File: src/rtl/fsm_table_loader_if.sv
// fsm_table_loader_if
// Byte-stream handshake feeding the table loader.
//   in_valid : byte offered by the producer
//   in_data  : byte value
//   in_ready : loader can accept; a byte transfers when in_valid & in_ready
//              are both high at a rising clock edge
// Modports: master (byte producer), slave (loader).
interface fsm_table_loader_if;
  logic       in_valid;
  logic [7:0] in_data;
  logic       in_ready;

  modport master (output in_valid, output in_data, input in_ready);
  modport slave  (input in_valid, input in_data, output in_ready);
endinterface

File: src/rtl/fsm_table_loader.sv
// fsm_table_loader
// Receives framed byte streams (0xA5, SEL, CNT, CNT data bytes, CHK) and,
// once the XOR checksum verifies, writes the staged entries into the
// sequencer's transition table (SEL=1) or dispatch table 1/2 (SEL=2/3).
// Ports:
//   clk, rst_n          : clock, asynchronous active-low reset
//   bus (slave)         : in_valid / in_data / in_ready byte stream
//   tr_we/tr_addr/tr_data : transition-table write port (registered)
//   d1_we/d2_we/d_addr/d_data : dispatch-table write ports (registered)
//   busy                : state is not IDLE
//   done                : one-cycle pulse after the last committed write
//   err                 : 0 ok, 1 bad select, 2 bad count, 3 checksum fail
module fsm_table_loader #(
  parameter int TRANS_DEPTH = 13,
  parameter int DISP_DEPTH  = 4,
  parameter int CODE_W      = 3,
  parameter int STATE_W     = 4
) (
  input  logic               clk,
  input  logic               rst_n,
  fsm_table_loader_if.slave  bus,
  output logic               tr_we,
  output logic [3:0]         tr_addr,
  output logic [CODE_W-1:0]  tr_data,
  output logic               d1_we,
  output logic               d2_we,
  output logic [1:0]         d_addr,
  output logic [STATE_W-1:0] d_data,
  output logic               busy,
  output logic               done,
  output logic [1:0]         err
);

  typedef enum logic [2:0] {IDLE, SEL, CNT, DATA, CHK, COMMIT} state_t;

  state_t             state_q, state_d;
  logic [1:0]         sel_q, sel_d;
  logic [3:0]         cnt_q, cnt_d;
  logic [3:0]         idx_q, idx_d;
  logic [7:0]         chk_q, chk_d;
  logic [1:0]         err_d;
  logic               tr_we_d, d1_we_d, d2_we_d, done_d;
  logic [3:0]         tr_addr_d;
  logic [CODE_W-1:0]  tr_data_d;
  logic [1:0]         d_addr_d;
  logic [STATE_W-1:0] d_data_d;

  logic               accept;
  logic               stage_we;
  logic [STATE_W-1:0] stage_din;
  logic [7:0]         depth;
  logic               wr_go;
  logic [3:0]         wr_idx;

  // Staging buffer holds payload only; it needs no reset because nothing
  // reads an entry before the current frame has written it.
  logic [STATE_W-1:0] stage [TRANS_DEPTH];

  assign bus.in_ready = (state_q != COMMIT);
  assign busy         = (state_q != IDLE);
  assign accept       = bus.in_valid & bus.in_ready;
  assign depth        = (sel_q == 2'd1) ? 8'(TRANS_DEPTH) : 8'(DISP_DEPTH);
  // Transition codes keep only CODE_W bits; the rest of the entry is zero.
  assign stage_din    = (sel_q == 2'd1) ? STATE_W'(bus.in_data[CODE_W-1:0])
                                        : bus.in_data[STATE_W-1:0];

  always_comb begin
    state_d   = state_q;
    sel_d     = sel_q;
    cnt_d     = cnt_q;
    idx_d     = idx_q;
    chk_d     = chk_q;
    err_d     = err;
    tr_we_d   = 1'b0;
    d1_we_d   = 1'b0;
    d2_we_d   = 1'b0;
    done_d    = 1'b0;
    tr_addr_d = tr_addr;
    tr_data_d = tr_data;
    d_addr_d  = d_addr;
    d_data_d  = d_data;
    stage_we  = 1'b0;
    wr_go     = 1'b0;
    wr_idx    = idx_q;

    unique case (state_q)
      IDLE: begin
        if (accept && bus.in_data == 8'hA5) begin
          err_d   = 2'd0;
          chk_d   = 8'h00;
          state_d = SEL;
        end
      end
      SEL: begin
        if (accept) begin
          if (bus.in_data >= 8'h01 && bus.in_data <= 8'h03) begin
            sel_d   = bus.in_data[1:0];
            chk_d   = chk_q ^ bus.in_data;
            state_d = CNT;
          end else begin
            err_d   = 2'd1;
            state_d = IDLE;
          end
        end
      end
      CNT: begin
        if (accept) begin
          if (bus.in_data == 8'h00 || bus.in_data > depth) begin
            err_d   = 2'd2;
            state_d = IDLE;
          end else begin
            cnt_d   = bus.in_data[3:0];
            idx_d   = 4'd0;
            chk_d   = chk_q ^ bus.in_data;
            state_d = DATA;
          end
        end
      end
      DATA: begin
        if (accept) begin
          stage_we = 1'b1;
          chk_d    = chk_q ^ bus.in_data;
          idx_d    = idx_q + 4'd1;
          if (idx_q == cnt_q - 4'd1) state_d = CHK;
        end
      end
      CHK: begin
        if (accept) begin
          if (bus.in_data != chk_q) begin
            err_d   = 2'd3;
            state_d = IDLE;
          end else begin
            // Entry 0 is launched on the CHK edge so the first strobe
            // appears in the cycle right after the checksum byte.
            wr_go   = 1'b1;
            wr_idx  = 4'd0;
            idx_d   = 4'd1;
            state_d = COMMIT;
          end
        end
      end
      COMMIT: begin
        // idx_q is the next entry to launch; reaching cnt_q means the
        // last strobe is already on the port.
        if (idx_q == cnt_q) begin
          done_d  = 1'b1;
          state_d = IDLE;
        end else begin
          wr_go = 1'b1;
          idx_d = idx_q + 4'd1;
        end
      end
      default: state_d = IDLE;
    endcase

    if (wr_go) begin
      unique case (sel_q)
        2'd1: begin
          tr_we_d   = 1'b1;
          tr_addr_d = wr_idx;
          tr_data_d = stage[wr_idx][CODE_W-1:0];
        end
        2'd2: begin
          d1_we_d  = 1'b1;
          d_addr_d = wr_idx[1:0];
          d_data_d = stage[wr_idx];
        end
        2'd3: begin
          d2_we_d  = 1'b1;
          d_addr_d = wr_idx[1:0];
          d_data_d = stage[wr_idx];
        end
        default: ;
      endcase
    end
  end

  always_ff @(posedge clk or negedge rst_n) begin
    if (!rst_n) begin
      state_q <= IDLE;
      sel_q   <= 2'd0;
      cnt_q   <= 4'd0;
      idx_q   <= 4'd0;
      chk_q   <= 8'h00;
      err     <= 2'd0;
      tr_we   <= 1'b0;
      d1_we   <= 1'b0;
      d2_we   <= 1'b0;
      done    <= 1'b0;
      tr_addr <= 4'd0;
      tr_data <= '0;
      d_addr  <= 2'd0;
      d_data  <= '0;
    end else begin
      state_q <= state_d;
      sel_q   <= sel_d;
      cnt_q   <= cnt_d;
      idx_q   <= idx_d;
      chk_q   <= chk_d;
      err     <= err_d;
      tr_we   <= tr_we_d;
      d1_we   <= d1_we_d;
      d2_we   <= d2_we_d;
      done    <= done_d;
      tr_addr <= tr_addr_d;
      tr_data <= tr_data_d;
      d_addr  <= d_addr_d;
      d_data  <= d_data_d;
    end
  end

  always_ff @(posedge clk) begin
    if (stage_we) stage[idx_q] <= stage_din;
  end

endmodule

File: src/flat_wrapper.sv
// flat-port wrapper written by rule: the top's interface ports become plain ports
module fsm_table_loader_flat 
#(
  parameter int TRANS_DEPTH = 13,
  parameter int DISP_DEPTH  = 4,
  parameter int CODE_W      = 3,
  parameter int STATE_W     = 4
)
  (clk, rst_n, tr_we, tr_addr, tr_data, d1_we, d2_we, d_addr, d_data, busy, done, err, bus_in_valid, bus_in_data, bus_in_ready);
  fsm_table_loader_if bus_i ();
  input  logic clk;
  input  logic rst_n;
  output logic tr_we;
  output logic [3:0] tr_addr;
  output logic [CODE_W-1:0] tr_data;
  output logic d1_we;
  output logic d2_we;
  output logic [1:0] d_addr;
  output logic [STATE_W-1:0] d_data;
  output logic busy;
  output logic done;
  output logic [1:0] err;
  input wire logic [$bits(bus_i.in_valid)-1:0] bus_in_valid;
  input wire logic [$bits(bus_i.in_data)-1:0] bus_in_data;
  output wire logic [$bits(bus_i.in_ready)-1:0] bus_in_ready;
  assign bus_i.in_valid = bus_in_valid;
  assign bus_i.in_data = bus_in_data;
  assign bus_in_ready = bus_i.in_ready;
  fsm_table_loader #(.TRANS_DEPTH(TRANS_DEPTH), .DISP_DEPTH(DISP_DEPTH), .CODE_W(CODE_W), .STATE_W(STATE_W)) u_core (.clk(clk), .rst_n(rst_n), .bus(bus_i), .tr_we(tr_we), .tr_addr(tr_addr), .tr_data(tr_data), .d1_we(d1_we), .d2_we(d2_we), .d_addr(d_addr), .d_data(d_data), .busy(busy), .done(done), .err(err));
endmodule
File: config.mk
export PLATFORM = sky130hd
export DESIGN_NAME = fsm_table_loader_flat
export DESIGN_NICKNAME = d
export VERILOG_FILES = /design/src/rtl/fsm_table_loader_if.sv /design/src/rtl/fsm_table_loader.sv /design/src/flat_wrapper.sv
export SDC_FILE = /design/constraint.sdc
export NUM_CORES = 1
export LEC_CHECK = 0
export BUFFER_PORTS_ARGS = -buffer_cell sky130_fd_sc_hd__buf_2
export CAP_MARGIN = 40
export CORE_ASPECT_RATIO = 0.7
export CORE_MARGIN = 3
export CORE_UTILIZATION = 60
export CTS_BUF_LIST = sky130_fd_sc_hd__clkbuf_8
export DETAILED_ROUTE_END_ITERATION = 8
export PLACE_DENSITY = 0.79
export SYNTH_ARGS = -nofsm -noshare
export SYNTH_HDL_FRONTEND = slang
export SYNTH_SLANG_ARGS = --single-unit
File: constraint.sdc
create_clock -name clk -period 2.93 [get_ports clk]
set_input_delay 0.1465 -clock clk [delete_from_list [all_inputs] [get_ports clk]]
set_output_delay 0.1465 -clock clk [all_outputs]
set_load 0.02 [all_outputs]
---- Word-level counts from Yosys, hierarchy flattened ----
Memory sizes are Yosys's and may differ from the RTL's.
Index checks and enable logic that the tools add are counted.
word-level totals
  input port bits ......................... 11
  register bits ........................... 40
  memories kept ........................... 1
  logic and storage cells ................. 122
  RAM bits ................................ 52
memories
  name          depth  width  read ports  clocked after Yosys merged registers in  write ports  RTL line                text
  u_core.stage  13     4      1           0                                        1            fsm_table_loader.sv:57  logic [STATE_W-1:0] stage [TRANS_DEPTH];
operators by class
  reductions and logical operators ........ 18
  mux-type cells .......................... 54
  add/sub/neg operators ................... 2
  equal/unequal tests ..................... 27
  bitwise gates (word level) .............. 3
  order comparisons ....................... 3
operators with widths
  kind                                                                               number
  8-bit 2-to-1 mux                                                                   6
  4-bit 2-to-1 mux                                                                   11
  8-bit one-hot mux with 4 select lines                                              1
  3-bit 2-to-1 mux                                                                   8
  7-bit AND reduction                                                                3
  2-bit by 1-bit inequality test with 1-bit output (second input constant)           10
  2-bit 2-to-1 mux                                                                   9
  3-bit one-hot mux with 6 select lines                                              1
  4-bit one-hot mux with 4 select lines                                              1
  1-bit 2-to-1 mux                                                                   15
  4-bit nonzero test                                                                 3
  4-bit == test                                                                      2
  8-bit == test (second input constant)                                              1
  8-bit by 1-bit >= comparator with 1-bit output (second input constant)             1
  8-bit > comparator                                                                 1
  8-bit by 2-bit less-or-equal comparator with 1-bit output (second input constant)  1
  8-bit zero test                                                                    1
  2-bit inequality test (second input constant)                                      4
  8-bit inequality test                                                              1
  2-bit one-hot mux with 4 select lines                                              1
  8-bit AND reduction                                                                1
  8-bit bitwise XOR                                                                  1
  3-bit by 2-bit == test with 1-bit output (second input constant)                   2
  3-bit == test (second input constant)                                              2
  16 further kinds                                                                   20

---- Longest topological paths before layout ----
Gate-level depths: netlist (run 1).
  depth in word-level cells ............... 7
  gate-level depth with buffers ........... 9
  gate-level depth less buffers ........... 8

---- Least setup slack after synthesis (run 1) ----
No wires, ideal clock.
  path type ............................... register to register
  start point ............................. register u_core.state_q[2]
  end point ............................... register u_core.tr_data[2], read port of u_core.stage
  path slack .............................. 550 ps
  setup time .............................. 125 ps
  cell stages (with the launch flop) ...... 9
  arrival ................................. 2,255 ps
  clock period less this slack ............ 2,380 ps
  path through ............................ dfrtp_1 -> clkbuf_1 -> nor2b_1 -> nand2_1 -> or2_2 -> a211o_1 -> clkbuf_1 -> inv_2 -> mux2_2
on the way
  longest elaborated chain between the ends .. 5
  elaborated cells on any way between the ends .. 10
  those cells by class .................... 3 x eq/ne; 4 x mux; 1 x bitwise; 1 x reduce/logical; 1 x memory
RTL lines
  item                                                                       RTL line                 text
  start: declaration                                                         fsm_table_loader.sv:36   state_t state_q, state_d;
  start signal: assignment                                                   fsm_table_loader.sv:195  state_q <= state_d;
  3-bit inequality test *                                                    fsm_table_loader.sv:59   assign bus.in_ready = (state_q != COMMIT);
  net bus_in_ready                                                           flat_wrapper.sv:25       output wire logic [$bits(bus_i.in_ready)-1:0] bus_in_ready;
  1-bit AND *                                                                fsm_table_loader.sv:61   assign accept = bus.in_valid & bus.in_ready;
  4-bit 2-to-1 mux or 1-bit 2-to-1 mux (tied branches)                       fsm_table_loader.sv:128  if (accept) begin
  4-bit 2-to-1 mux or 1-bit one-hot mux with 2 select lines (tied branches)  fsm_table_loader.sv:86   unique case (state_q)
  memory 13 x 4 bit or 2-bit AND reduction (tied branches)                   -
  end: declaration                                                           fsm_table_loader.sv:24   output logic [CODE_W-1:0] tr_data,
Mark *: on every way through the listed nets, which the timed path passes. The rest lies on a longest branch.
A chain may end at the register's enable or synchronous reset.

---- Final worst setup path (run 1) ----
  start point ............................. register u_core.sel_q[1]
  end point ............................... register u_core.chk_q[1]
on the way
  longest elaborated chain between the ends .. 6
RTL lines
  item                                      RTL line                 text
  start: declaration                        fsm_table_loader.sv:37   logic [1:0] sel_q, sel_d;
  start signal: assignment                  fsm_table_loader.sv:196  sel_q <= sel_d;
  2-bit by 1-bit == test with 1-bit output  fsm_table_loader.sv:62   assign depth = (sel_q == 2'd1) ? 8'(TRANS_DEPTH) : 8'(DISP_DEPTH);
  4-bit 2-to-1 mux                          fsm_table_loader.sv:62
  8-bit > comparator                        fsm_table_loader.sv:108  if (bus.in_data == 8'h00 || bus.in_data > depth) begin
  1-bit logical OR                          fsm_table_loader.sv:108
  2-bit inequality test (no line)           -
  7-bit AND reduction (no line)             -
  end signal: assignment                    fsm_table_loader.sv:199  chk_q <= chk_d;
  end: declaration                          fsm_table_loader.sv:40   logic [7:0] chk_q, chk_d;
No other way between the ends.

==> results of run 1 <==
## power by group
group	switching, mW	total (mW)	internal [mW]
Combinational	0.620	1.02	0.397
Sequential	0.0708	1.53	1.46
Clock	0.461	0.949	0.488
## sequential cells by signal, indices dropped and copies added (netlist names)
signal / flops
u_core.idx_q: 4
u_core.cnt_q: 4
u_core.d2_we: 1
u_core.chk_q: 8
u_core.tr_addr: 4
u_core.done: 1
u_core.sel_q: 2
u_core.err: 2
u_core.d1_we: 1
u_core.d_addr: 2
u_core.stage: 52
u_core.tr_we: 1
u_core.state_q: 3
u_core.d_data: 4
u_core.tr_data: 3
## layout make-up
type / instances / area share
tap: 94 / 0.0239
timing repair buffer: 46 / 0.0574
sequential: 92 / 0.520
multi-input combinational: 241 / 0.343
clock buffer: 9 / 0.0251
clock inverter: 7 / 0.0203
inverter: 14 / 0.0107
## worst max path at each step
stage               slack, ps           endpoint
finish                    370    u_core.chk_q[1]
global route              230    u_core.chk_q[1]
CTS                       410    u_core.chk_q[1]
detailed placement        430    u_core.chk_q[1]
global placement          520    u_core.chk_q[7]
floorplan                 550  u_core.tr_data[2]
## worst min-delay path: stages
cell and delay [ps]:
buf_2 130, nand2b_1 70, o21ai_1 60
## metal layers
| metal | up-vias | global-route usage | routed length, um |
|---|---|---|---|
| met5 | - | 0 | 0 |
| met4 | 0 | 0.0820 | 137 |
| met3 | 11 | 0.0748 | 1090 |
| met2 | 182 | 0.364 | 4280 |
| met1 | 1536 | 0.398 | 4550 |
| li1 | 1433 | - | - |
## stage by stage
stage	cells	instance area, sq um	power, mW	utilization
CTS	503	4930	3.48	0.713
detailed placement	486	4690	2.54	0.679
floorplan	367	4390	2.24	-
global placement	485	4670	2.52	0.676
global route	503	4930	3.67	0.713
finish	503	4930	3.49	0.713
## cell usage in the layout, fill, tap and decap left out, drive strengths merged, types with 6 or more instances in the layout
cell,synthesis,routed
dfrtp,40,40
and2,6,6
mux4,9,9
xor2,6,6
ha,6,6
xnor2,9,9
edfxtp,52,52
and3,10,10
nand2b,11,11
clkbuf,14,9
mux2i,8,8
buf,6,45
nand3,6,6
a31oi,6,6
nor2,28,28
o21ai,33,33
inv,13,16
mux2,10,10
a21oi,7,7
nand2,31,31
## cells by family (layout without fill, tap and decap cells)
group	count (synthesis)	count (layout)	share of synthesized area
simple gates	113	113	0.128
flops	92	92	0.584
compound gates	80	80	0.119
buf+inv	34	76	0.0314
mux	27	27	0.0901
xor+xnor	15	15	0.0299
fa+ha+maj	6	6	0.0171
## timing repair
item                                   4_1_cts  5_1_grt
resized for setup                            0        0
setup endpoints to repair                    0        0
hold buffers                                 1        0
endpoints found under the hold margin       40        0
==> results.md, run 1 <==
* Worst-path cell chain: or3b_1 -> a22o_1 -> a211o_1 -> a311o_1 -> or2_0 -> o21ai_1
* Post-Syn Instances at 367
* Crit path max-delay family: compound AO/OA/AOI/OAI gates
* Final Cycle Share at 0.872
* Gpl congestion at 0.902
* Final Max Slew Viols at 0
* Most frequent cell after synthesis: edfxtp_1
* GRT overflow at 0
* WHS at 75.4 ps
* R2R Path Start: u_core.sel_q[1]
* CP Data Required Time at 3220 ps
* Pre-CTS WS at 429 ps
* Synth top area cells: edfxtp_1, dfrtp_1, mux4_2
* Antenna violations before repair at 0
* CTS tree: done
* Final Net Count at 421
* Hold Violations, Final at 0
* Critical path's largest stage delay at 500 ps
* Post-synth EDFFs at 52
* Core ar. at 0.00691 sq mm
* Crit path buf inv count at 0
* Die area at 0.00839 sq mm
* CTS Buf Count at 9
* CTS Buffer Depth at 2
* Distinct cells, synth at 53
* Worst Path Max Fanout at 9
* LEAKAGE at 2.03 nW
* Antenna Cells at 0
* Top cells by count, synth: edfxtp_1, dfrtp_1, nand2_1
* Final setup margin at 374 ps
* Slew HR at 0.497
* CP endpoint kind: flop
* WHS Path Cells at 3
* Peak supply drop at 0.469 mV
* First-pass GRT wire length at 16500 um
* PortBufs at 31
* Syn nets at 384
* Fmax at 391 MHz
* Vert. Die Dim at 77.6 um
* Largest net degree at the start of global routing at 38
* DR vias/cell at 6.29
* Final setup fails at 0
* RR Endpoint: u_core.chk_q[1]
* Yosys top cell by area: edfxtp_1
* Multi-input gate area at 0.00169 sq mm
* Post-CTS setup buffers at 0
* Storage element area at 0.00256 sq mm
* Final ANT Viol Nets at 0
* Total track usage at 0.261
* Crit Path Class: reg2reg
* Horiz. Die Dim at 108 um
* Reg2reg setup slack at 370 ps
* Primary FF master, synth: edfxtp_1
* Layout cells sized above 1 at 0.200
* Final TNS setup at 0 ps
* DPL Wire Length at 7100 um
* Initial Util at 0.635
* DR iter-0 viols at 280
* Sequential share of the synthesized area at 0.584
* WHS Endpoint: u_core.chk_q[4]
* Sink Count at 92
* # fillers at 495
* Hold wc startpoint: bus_in_data[4]
* Critical path depth at 6
* 1st-pass router iterations at 5
* Worst-skew pair later-pin latency at 360 ps
* Final wirelength at 10100 um
* Row count at 25
* Worst min-delay path category: in2reg
* Wire per inst at 20.0 um
* Syn Std Cell Area at 0.00439 sq mm
* Seq cells post-synth at 92
* I/O pin count at 32
* Slowest stage cell, crit path: a311o_1
* Post-synth top area share at 0.356
* Crit. Startpoint: u_core.sel_q[1]
* H-tree levels at 3
* Crit path DAT at 2850 ps
* Clk_skew at 12.5 ps
* Final min period at 2560 ps
* Yosys Warn Count at 0
* Clock-pin slew on the worst setup and hold paths at 100 ps
* Root Driver: clkbuf_8
* RSZ-0062 raised after global routing: no
* Worst-margin pin slew at 748 ps
* Status: complete, no violations
* DR vias at 3162
* Worst Reg-to-Reg Cells at 6
* Vias in the first global route at 3118
* P&R area growth vs syn at 12.3%
* Total power per unit cell area at 709 mW/mm^2
* CP Launch Type: flop
* Syn Area/Cell at 12.0 sq um
* MaxCap Viol Count at 0
* DRC viols at 0
* Async SR Flop Fraction at 0.435
Power figures use the tool's default switching activity.
==> inputs of run 2 (changes only) <==
CTS_BUF_LIST = unset   (was sky130_fd_sc_hd__clkbuf_8)
==> results.md, run 2 (synthesis results as in run 1) <==
* WHS Path Cells at 3
* Die area at 0.00839 sq mm
* DR vias/cell at 6.29
* CTS Buffer Depth at 2
* I/O pin count at 32
* Clock share of power at 0.273
* Vert. Die Dim at 77.6 um
* Largest register FFs at 52
* Horiz. Die Dim at 108 um
* Most common cell after layout, fill and taps aside: edfxtp_1
* Net switching share of the total power at 0.329
* CP Launch Type: flop
* Status: complete, no violations
* Wire per inst at 20.0 um
* Final Max Slew Viols at 0
* Critical path's largest stage delay at 500 ps
* Final TNS setup at 0 ps
* Cell total after placement at 486
* # hold bufs at CTS at 1
* H-tree levels at 3
* DRC viols at 0
* # fillers at 495
* Critical path depth at 6
* Worst-margin pin slew at 750 ps
* Post-CTS resize count at 0
* PortBufs at 31
* CP endpoint kind: flop
* LEAKAGE at 2.03 nW
* Gpl congestion at 0.902
* CTS Buf Count at 9
* Initial Util at 0.635
* MaxCap Viol Count at 0
* Final wirelength at 10100 um
* Hold Violations, Final at 0
* Sink Count at 92
* Layout cells sized above 1 at 0.200
* Worst-skew pair later-pin latency at 360 ps
* Final min period at 2560 ps
* Clock-pin slew on the worst setup and hold paths at 100 ps
* Crit path max-delay family: compound AO/OA/AOI/OAI gates
* Root Driver: clkbuf_8
* Peak supply drop at 0.469 mV
* DPL Wire Length at 7100 um
* Multi-input gate area at 0.00169 sq mm
* Crit Path Class: reg2reg
* GRT overflow at 0
* Post-CTS setup buffers at 0
* Worst Reg-to-Reg Cells at 6
* Largest net degree at the start of global routing at 38
* CP Data Required Time at 3220 ps
* Antenna Cells at 0
* Slew HR at 0.496
* DR iter-0 viols at 280
* Row count at 25
* Sw Pwr at 1.15 mW
* Final Cycle Share at 0.872
* RSZ-0062 raised after global routing: no
* Pre-CTS WS at 429 ps
* Slowest stage cell, crit path: a311o_1
* Crit path buf inv count at 0
* Most flops, register: u_core.stage
* 1st-pass router iterations at 5
* Final setup margin at 374 ps
* Worst Path Max Fanout at 9
* Vias in the first global route at 3118
* Logic gate share of total power at 0.291
* Total power at 3.50 mW
* Final setup fails at 0
* Internal at 2.34 mW
* Core ar. at 0.00691 sq mm
* Sequential power share at 0.437
* Cell Count, Final, Fillers Out at 503
* Final ANT Viol Nets at 0
* Crit path DAT at 2850 ps
* First-pass GRT wire length at 16500 um
* Total track usage at 0.261
* Worst min-delay path category: in2reg
* CTS tree: done
* Antenna violations before repair at 0
* Storage element area at 0.00256 sq mm
* Fmax at 391 MHz
* Clk_skew at 11.6 ps
* Final Net Count at 421
* P&R area growth vs syn at 12.3%
* Commonest cells after routing, fill and taps aside: edfxtp_1, dfrtp_1, nand2_1, buf_2, nor2_1
* Total power per unit cell area at 709 mW/mm^2
* Worst-path cell chain: or3b_1 -> a22o_1 -> a211o_1 -> a311o_1 -> or2_0 -> o21ai_1
* DR vias at 3162
* Largest regs: u_core.stage: 52 flops, u_core.chk_q: 8 flops
==> run 2: path summary, 6_finish.rpt <==
kind                                       start                 to  slack (ps)
worst max-delay path             u_core.sel_q[1]    u_core.chk_q[1]         370
worst min register to register  u_core.d_addr[1]   u_core.d_addr[1]         500
worst max register to register   u_core.sel_q[1]    u_core.chk_q[1]         370
min in group asynchronous                  rst_n  u_core.tr_data[0]         120
worst min-delay path              bus_in_data[4]    u_core.chk_q[4]          80
max in group asynchronous                  rst_n    u_core.idx_q[1]        2390
==> run 2: power by group through the flow <==
stage / logic, mW / clock network, mW / registers, mW
after floorplan: 0.681 / 0 / 1.56
after global placement: 0.971 / 0 / 1.55
after detailed placement: 0.991 / 0 / 1.55
after CTS: 1.00 / 0.962 / 1.52
after global routing: 1.11 / 1.02 / 1.54
final: 1.02 / 0.953 / 1.53
==> run 2: metrics by stage <==
stage	utilization	cell area [sq um]	hold WS [ps]
4_1_cts	0.713	4930	64.7
6_report	0.713	4930	75.3
3_3_place_gp	0.676	4670	311
3_5_place_dp	0.679	4690	-34.2
5_1_grt	0.713	4930	86.5
2_1_floorplan	-	4390	-149
==> run 2: layout make-up <==
class	count	share of cell area
Clock buffer	10	0.0259
Clock inverter	6	0.0196
Inverter	14	0.0107
Multi-Input combinational cell	241	0.343
Sequential cell	92	0.520
Tap cell	94	0.0239
Timing Repair Buffer	46	0.0574
==> run 2: tightest hold or removal path, delay by kind of cell <==
family | cells | cell delay [ps]
and+or+nand+nor | 1 | 70
buffers and inverters | 1 | 130
AOI/OAI and AO/OA | 1 | 60
==> run 2: layer usage <==
layer  global-route usage  part of all wire  vias up
met5                    0                 0        -
met4               0.0820             0.014        0
met3               0.0748              0.11       11
met2                0.364              0.43      184
met1                0.398              0.45     1536
li1                     -                 -     1431
==> inputs of run 3 (changes only) <==
ABC_AREA = 1   (was unset)
==> results.md, run 3 <==
* Die area at 0.00864 sq mm
* R2R Path Start: u_core.chk_q[1]
* Worst-path cell chain: xnor2_1 -> nand2_1 -> nor2_2 -> nand4_4 -> nand2_1 -> inv_1 -> nand3_1 -> nand2_1 -> nor2_1 -> nor2_1 -> nor2_1 -> nor2_1
* Crit path max-delay family: simple AND/OR/NAND/NOR gates
* Hold Violations, Final at 0
* Top cell by count, worst path: nor2_1
* Syn Std Cell Area at 0.00453 sq mm
* Multi-input gate area at 0.00159 sq mm
* Yosys Warn Count at 0
* Synth top area cells: edfxtp_1, dfrtp_1, nand2_1
* Storage element area at 0.00256 sq mm
* CP Launch Type: flop
* GRT overflow at 0
* Yosys top cell by area: edfxtp_1
* Final Max Slew Viols at 0
* Async SR Flop Fraction at 0.435
* Sink Count at 92
* WHS Path Cells at 4
* CTS tree: done
* Final wirelength at 10800 um
* CP Data Required Time at 3190 ps
* Post-Syn Instances at 500
* Most common cell after layout, fill and taps aside: nand2_1
* Syn Area/Cell at 9.06 sq um
* Final min period at 2470 ps
* DR iter-0 viols at 448
* Post-CTS resize count at 0
* DPL Wire Length at 7780 um
* Post-synth top area share at 0.345
* WHS Endpoint: u_core.chk_q[4]
* Top cells by count, synth: nand2_1, inv_1, nand3_1
* Distinct cells, synth at 35
* Total power per unit cell area at 738 mW/mm^2
* Gpl congestion at 1.04
* Worst-skew pair later-pin latency at 370 ps
* Largest net degree at the start of global routing at 35
* Layout cells sized above 1 at 0.162
* Crit path buf inv count at 1
* Critical path's largest stage delay at 430 ps
* Post-CTS setup buffers at 0
* Worst Reg-to-Reg Cells at 12
* Core ar. at 0.00704 sq mm
* CTS Buffer Depth at 2
* Total track usage at 0.268
* Slowest stage cell, crit path: nand2_1
* I/O pin count at 32
* Crit Path Class: reg2reg
* DR vias/cell at 5.70
* Worst-margin pin slew at 830 ps
* RR Endpoint: u_core.d_data[3]
* Clk_skew at 9.76 ps
* H-tree levels at 3
* Primary FF master, synth: edfxtp_1
* Slew HR at 0.447
* Final setup fails at 0
* RSZ-0062 raised after global routing: no
* First-pass GRT wire length at 17300 um
* Vert. Die Dim at 78.7 um
* Horiz. Die Dim at 110 um
* Final Net Count at 562
* Clock-pin slew on the worst setup and hold paths at 90 ps
* Hold wc startpoint: bus_in_data[4]
* PortBufs at 31
* Seq cells post-synth at 92
* Commonest cells after routing, fill and taps aside: nand2_1, inv_1, nand3_1
* Final instance area at 0.00511 sq mm
* Final Cycle Share at 0.845
* Post-Place Cell Area at 0.00486 sq mm
* Crit path DAT at 2730 ps
* Final TNS setup at 0 ps
* Status: complete, no violations
* Vias in the first global route at 3275
* Critical path depth at 12
* Reg2reg setup slack at 460 ps
* Wire per inst at 16.7 um
* 1st-pass router iterations at 5
* Worst min-delay path category: in2reg
* Total power at 3.77 mW
* Largest register FFs at 52
* Fmax at 404 MHz
* Antenna Cells at 0
* Post-synth EDFFs at 52
* Root Driver: clkbuf_8
* DRC viols at 0
* Sequential share of the synthesized area at 0.566
* DR vias at 3672
* Syn nets at 517
* Final ANT Viol Nets at 0
* CP endpoint kind: flop
* CTS Buf Count at 9
* Antenna violations before repair at 0
* Worst Path Max Fanout at 12
* Most frequent cell after synthesis: nand2_1
* Most flops, register: u_core.stage
* Largest regs: u_core.stage: 52 flops, u_core.chk_q: 8 flops
* # fillers at 512
* P&R area growth vs syn at 12.7%
* LEAKAGE at 2.35 nW
* Row count at 25
* Peak supply drop at 0.448 mV
* MaxCap Viol Count at 0
* Initial Util at 0.644
run 3: cell type report:
cell class / instances / area share
Clock buffer: 10 / 0.0250
Clock inverter: 6 / 0.0221
Inverter: 80 / 0.0588
Multi-Input combinational cell: 314 / 0.311
Sequential cell: 92 / 0.502
Tap cell: 94 / 0.0230
Timing Repair Buffer: 48 / 0.0583
run 3: logic make-up after synthesis:
family	Yosys count	synth area share
compound gates	46	0.0616
xor+xnor	10	0.0193
fa+ha+maj	6	0.0166
buf+inv	94	0.0837
flops	92	0.566
simple gates	252	0.253
run 3: worst max-delay path by stage:
stage	start	endpoint	slack [ps]
after floorplan	u_core.state_q[2]	u_core.stage[10][0]	1120
after global placement	bus_in_data[2]	u_core.d_data[3]	610
after detailed placement	bus_in_data[1]	u_core.d_data[3]	540
after CTS	u_core.chk_q[1]	u_core.d_data[3]	530
after global routing	u_core.chk_q[1]	u_core.d_data[3]	240
final	u_core.chk_q[1]	u_core.d_data[3]	460
run 3: stage by stage:
stage / utilization / instances / worst slack (ps) / hold WS (ps)
floorplan: - / 500 / 1120 / -149
global placement: 0.687 / 626 / 612 / 314
detailed placement: 0.690 / 627 / 540 / -1.86
CTS: 0.726 / 644 / 532 / 96.5
global route: 0.726 / 644 / 240 / 121
finish: 0.726 / 644 / 455 / 105
run 3: tightest hold or removal path, cell delays in order:
cell     delay (ps)
buf_2            90
nand2_1          50
nand2_1          70
o31ai_1          70
run 3: report_power, final:
part / internal (mW) / switching [mW]
Clock: 0.566 / 0.436
Sequential: 1.46 / 0.136
Combinational: 0.371 / 0.799
run 3: routing by layer:
layer  track usage  wire (um)  vias to the layer above  share of wire
li1              -          -                     1721              -
met1         0.405       4690                     1728           0.44
met2         0.373       4560                      209           0.42
met3        0.0885       1420                       14           0.13
met4        0.0648        100                        0         0.0093
met5             0          0                        -              0
run 3: what timing repair did:
action                                  CTS  global route
hold endpoints to repair                 40             0
endpoints found under the setup margin    0             0
hold buffers                              1             0
